File: src/rtl/i2c_write_engine.sv
// I2C master write engine: sends START, {dev,W}, register, data, STOP with ACK
// checks after each byte, using open-drain enables driven from registers.
module i2c_write_engine #(
  parameter int QUARTER_DIV = 68
) (
  input  logic       clk,
  input  logic       rst,
  input  logic       cmd_valid,
  output logic       cmd_ready,
  input  logic [6:0] cmd_dev_addr,
  input  logic [7:0] cmd_reg_addr,
  input  logic [7:0] cmd_data,
  output logic       done,
  output logic       ack_err,
  output logic       busy,
  output logic       scl_oe,
  output logic       sda_oe,
  input  logic       sda_i
);

  localparam int DIV_W = $clog2(QUARTER_DIV);

  typedef enum logic [2:0] {
    S_IDLE,
    S_START,
    S_BIT,
    S_STOP,
    S_DONE
  } state_t;

  state_t       state_reg, state_next;
  logic [DIV_W-1:0] div_reg, div_next;
  logic [1:0]   q_reg, q_next;
  logic [4:0]   bit_reg, bit_next;
  logic [3:0]   pos_reg, pos_next;
  logic [23:0]  shift_reg, shift_next;
  logic         ack_err_reg, ack_err_next;
  logic         sda_meta_reg, sda_sync_reg;
  logic         scl_oe_reg, scl_oe_next;
  logic         sda_oe_reg, sda_oe_next;
  logic         tick;

  // Bus drive {scl_oe, sda_oe} for a given position in the transaction.
  function automatic logic [1:0] bus_drive(state_t st, logic [1:0] q,
                                           logic ack_slot, logic bit_val);
    logic [1:0] r;
    r = 2'b00;
    case (st)
      S_START: begin
        case (q)
          2'd0:    r = 2'b00;
          2'd1:    r = 2'b01;
          default: r = 2'b11;
        endcase
      end
      S_BIT: r = {(q == 2'd0) || (q == 2'd3), ack_slot ? 1'b0 : ~bit_val};
      S_STOP: begin
        case (q)
          2'd0:    r = 2'b11;
          2'd1:    r = 2'b01;
          default: r = 2'b00;
        endcase
      end
      default: r = 2'b00;
    endcase
    return r;
  endfunction

  assign tick = (div_reg == DIV_W'(QUARTER_DIV - 1));

  always_comb begin
    state_next   = state_reg;
    div_next     = tick ? '0 : div_reg + 1'b1;
    q_next       = tick ? q_reg + 2'd1 : q_reg;
    bit_next     = bit_reg;
    pos_next     = pos_reg;
    shift_next   = shift_reg;
    ack_err_next = ack_err_reg;
    case (state_reg)
      S_IDLE: begin
        div_next = '0;
        q_next   = 2'd0;
        if (cmd_valid) begin
          shift_next   = {cmd_dev_addr, 1'b0, cmd_reg_addr, cmd_data};
          ack_err_next = 1'b0;
          state_next   = S_START;
        end
      end
      S_START: begin
        if (tick && q_reg == 2'd2) begin
          state_next = S_BIT;
          q_next     = 2'd0;
          bit_next   = 5'd0;
          pos_next   = 4'd0;
        end
      end
      S_BIT: begin
        if (tick && q_reg == 2'd2 && pos_reg == 4'd8)
          ack_err_next = sda_sync_reg;
        if (tick && q_reg == 2'd3) begin
          if (pos_reg == 4'd8) begin
            // A NACK ends the transfer early; the remaining bytes are skipped.
            if (ack_err_reg || bit_reg == 5'd26) begin
              state_next = S_STOP;
            end else begin
              pos_next = 4'd0;
              bit_next = bit_reg + 5'd1;
            end
          end else begin
            shift_next = {shift_reg[22:0], 1'b0};
            pos_next   = pos_reg + 4'd1;
            bit_next   = bit_reg + 5'd1;
          end
        end
      end
      S_STOP: begin
        if (tick && q_reg == 2'd3)
          state_next = S_DONE;
      end
      S_DONE: state_next = S_IDLE;
      default: state_next = S_IDLE;
    endcase
    // Enables are registered from the next position so the pads never glitch.
    {scl_oe_next, sda_oe_next} = bus_drive(state_next, q_next, pos_next == 4'd8,
                                           shift_next[23]);
  end

  always_ff @(posedge clk) begin
    if (rst) begin
      state_reg    <= S_IDLE;
      div_reg      <= '0;
      q_reg        <= 2'd0;
      bit_reg      <= 5'd0;
      pos_reg      <= 4'd0;
      shift_reg    <= '0;
      ack_err_reg  <= 1'b0;
      sda_meta_reg <= 1'b1;
      sda_sync_reg <= 1'b1;
      scl_oe_reg   <= 1'b0;
      sda_oe_reg   <= 1'b0;
    end else begin
      state_reg    <= state_next;
      div_reg      <= div_next;
      q_reg        <= q_next;
      bit_reg      <= bit_next;
      pos_reg      <= pos_next;
      shift_reg    <= shift_next;
      ack_err_reg  <= ack_err_next;
      sda_meta_reg <= sda_i;
      sda_sync_reg <= sda_meta_reg;
      scl_oe_reg   <= scl_oe_next;
      sda_oe_reg   <= sda_oe_next;
    end
  end

  assign cmd_ready = (state_reg == S_IDLE) && !rst;
  assign done      = (state_reg == S_DONE);
  assign busy      = (state_reg == S_START) || (state_reg == S_BIT) || (state_reg == S_STOP);
  assign ack_err   = ack_err_reg;
  assign scl_oe    = scl_oe_reg;
  assign sda_oe    = sda_oe_reg;

endmodule

File: config.mk
export PLATFORM = sky130hd
export DESIGN_NAME = i2c_write_engine
export DESIGN_NICKNAME = d
export VERILOG_FILES = /design/src/rtl/i2c_write_engine.sv
export SDC_FILE = /design/constraint.sdc
export NUM_CORES = 1
export LEC_CHECK = 0
export CORE_AREA = 2 2 73 75
export CTS_CLUSTER_SIZE = 30
export DETAILED_ROUTE_END_ITERATION = 8
export DIE_AREA = 0 0 75 77
export PLACE_DENSITY_LB_ADDON = 0.15
export SYNTH_ARGS = -nofsm -noshare
export SYNTH_HDL_FRONTEND = slang
export SYNTH_SLANG_ARGS = --single-unit
File: constraint.sdc
create_clock -name clk -period 2.3 [get_ports clk]
set_input_delay 0.345 -clock clk [delete_from_list [all_inputs] [get_ports clk]]
set_output_delay 0.345 -clock clk [all_outputs]
set_load 0.01 [all_outputs]
==> impl_metrics.toml <==
[status]
outcome = "finished, final reports clean"

[clock_tree]
cts_tree = "built"
root_buffer = "clkbuf_8"
postCtsResizedCells = 0
htree_levels = 2
numCtsBuffers = 5
cts.clk_slew.worst_paths_ns = 0.09
holdBufCountCts = 0
clock_sinks = 50
clock_latency_ns = 0.30
post_cts_buffers = 0
clock_path_buffers = 2

[sta]
worst_slew_margin_rel_pct = 67.5
clock_skew_ns = 0.00444
maxSlewViolCount = 0
rsz0062_at_grt = "yes"
finalSetupViolations = 0
fin_crit_sh_pct = 94.5
tightest_slew_ns = 0.486
finalHoldViolCount = 0
finalCriticalPeriod_ns = 2.17
setup_slack_ns = 0.127
fmax_mhz = 460

[layout]
largest_reg_flops = 24
diodes = 0
fin_util_pct = 61.0
layout-drive-gt1-share_pct = 15.7
finalNetCount = 339
syn2layout_area_growth_pct = 28.3
stdcell_count = 375
postLayoutCellArea_sq_mm = 0.00304

[floorplanning]
die_h_um = 77
start_util_pct = 47.6
core-area_sq_mm = 0.00498
dieArea_sq_mm = 0.00578
fp.dieW_um = 75
num_io_pins = 33
num_rows = 26

[pwr]
p_leak_nw = 1.08
power_mw = 1.64
cellPowerDensity_mw_per_mm2 = 541
irDropWorstVdd_mv = 0.407

[yosys]
synth.distinct_cells = 52
synth_ff_type = "dfxtp_1"
seq_area_frac_synth_pct = 42.3
synth.avg_cell_area_sq_um = 8.97
ys_warn_count = 0
syn_nets = 299
synth-edff-count = 0
netlist_area_sq_mm = 0.00237
ys_seq_elements = 50
netlist_instances = 264
async_flop_share_pct = 0

[run]
maxCapViolCount = 0

[grt]
antenna_found_initial = 0
grt.total_usage_pct = 19.1
grt_pass1_vias = 1975
grt_max_degree = 30
grt_first_pass_wirelength_um = 8770
gr-total-overflow = 0

[placement]
pre_cts_slack_ns = 0.0492
place_area_sq_mm = 0.00287
gp_congestion = 0.820
io_buffers = 32
hpwl_um = 3650
place_inst = 367

[worst_setup_path]
critPathRequiredTime_ns = 2.50
path_class = "register to register"
worst_ep_arrival_time_ns = 2.37
slowest_stage = "or4b_4"
cp_max_fo = 4
crit_chain = "ha_4 > or4b_4 > nor2_4 > nor2_1 > a221o_1 > ha_4 > a2111oi_4 > a221oi_2 > nor2b_1"
cpMostUsedCell = "ha_4"
endpoint_kind = "register"
slowest_delay_ns = 0.47
start_kind = "register"

[min_path]
min_path_type = "register to register"

[detailed_routing]
wire_per_inst_um = 14.1
drc_errors = 0
ant_nets = 0
via_per_inst = 5.73
wl_um = 5290
via_count = 2149
drt_first_pass_iters = 6
drtIter0Drc = 169
report_power, final:
part | internal (mW) | total [mW] | switching (mW)
logic | 0.0877 | 0.159 | 0.0713
clock network | 0.276 | 0.567 | 0.291
registers | 0.894 | 0.915 | 0.0214
critical path: cells and delay by family, from the launching register on:
kind,cells,cell delay [ns]
AO/OA/AOI/OAI,3,0.54
adder cells (fa/ha/maj),2,0.43
flip-flops,1,0.38
AND/OR/NAND/NOR,4,0.72
worst paths after layout:
check               start            to  slack, ns  depth (start not counted)
max            div_reg[0]        scl_oe       0.13                          9
min          sda_meta_reg  sda_sync_reg       0.43                          1
max reg2reg    div_reg[0]        scl_oe       0.13                          9
min reg2reg  sda_meta_reg  sda_sync_reg       0.43                          1
cells in the final DEF, fill, tap and decap left out, types with 6 or more instances in the layout:
master / synthesis / final
nor3_1: 6 / 6
nor2_1: 50 / 50
clkbuf_8: 0 / 7
ha_1: 8 / 6
clkdlybuf4s50_1: 0 / 32
dfxtp_1: 50 / 48
nand3_1: 11 / 10
a21oi_1: 13 / 13
nor2b_1: 8 / 8
buf_4: 0 / 17
nand2_1: 11 / 11
a222oi_1: 21 / 21
inv_1: 8 / 8
final cells by class:
cell class                 instances  area, sq um
timing repair buffer              50          459
clock inverter                     1         8.76
fill                             424         1940
tap                               70         87.6
sequential                        50         1010
inverter                           8         30.0
multi-input combinational        189         1350
clock buffer                       7         96.3
through the flow:
step	setup TNS [ns]	hold slack (ns)
6_report	0	0.428
5_1_grt	-0.0120	0.440
4_1_cts	0	0.433
3_5_place_dp	0	0.408
3_3_place_gp	0	0.398
2_1_floorplan	0	0.389
logic make-up after synthesis:
family	share of synthesized area, %
AO/OA/AOI/OAI	21.8
buffers and inverters	4.18
flip-flops	42.3
adder cells (fa/ha/maj)	4.23
AND/OR/NAND/NOR	25.2
XOR/XNOR	1.85
multiplexers	0.423
synth_stat cells, types with 2 or more instances:
master,instances,area share (%)
inv_1,8,1.3
nand3b_1,3,0.95
or3_1,2,0.53
xor2_1,4,1.5
nor3_1,6,1.3
a31oi_1,2,0.53
and2_1,3,0.79
buf_2,4,0.85
clkbuf_1,13,2.1
a21oi_1,13,2.7
a211o_1,3,1.1
a21o_1,2,0.63
nor2_1,50,7.9
nor4b_2,2,1.3
a22oi_1,4,1.3
nor2b_1,8,2.1
nand3_1,11,2.3
dfxtp_1,50,42
or2_2,2,0.53
nand2_1,11,1.7
a222oi_1,21,8.9
o21ai_0,5,1.1
ha_1,8,4.2
per-layer routing:
layer | global-route usage, % | routed length, um
met4 | 7.50 | 104
met1 | 25.9 | 2370
met2 | 29.3 | 2610
met5 | 0 | 0
met3 | 4.20 | 200
Note: power is estimated with default switching activity, not from simulation.
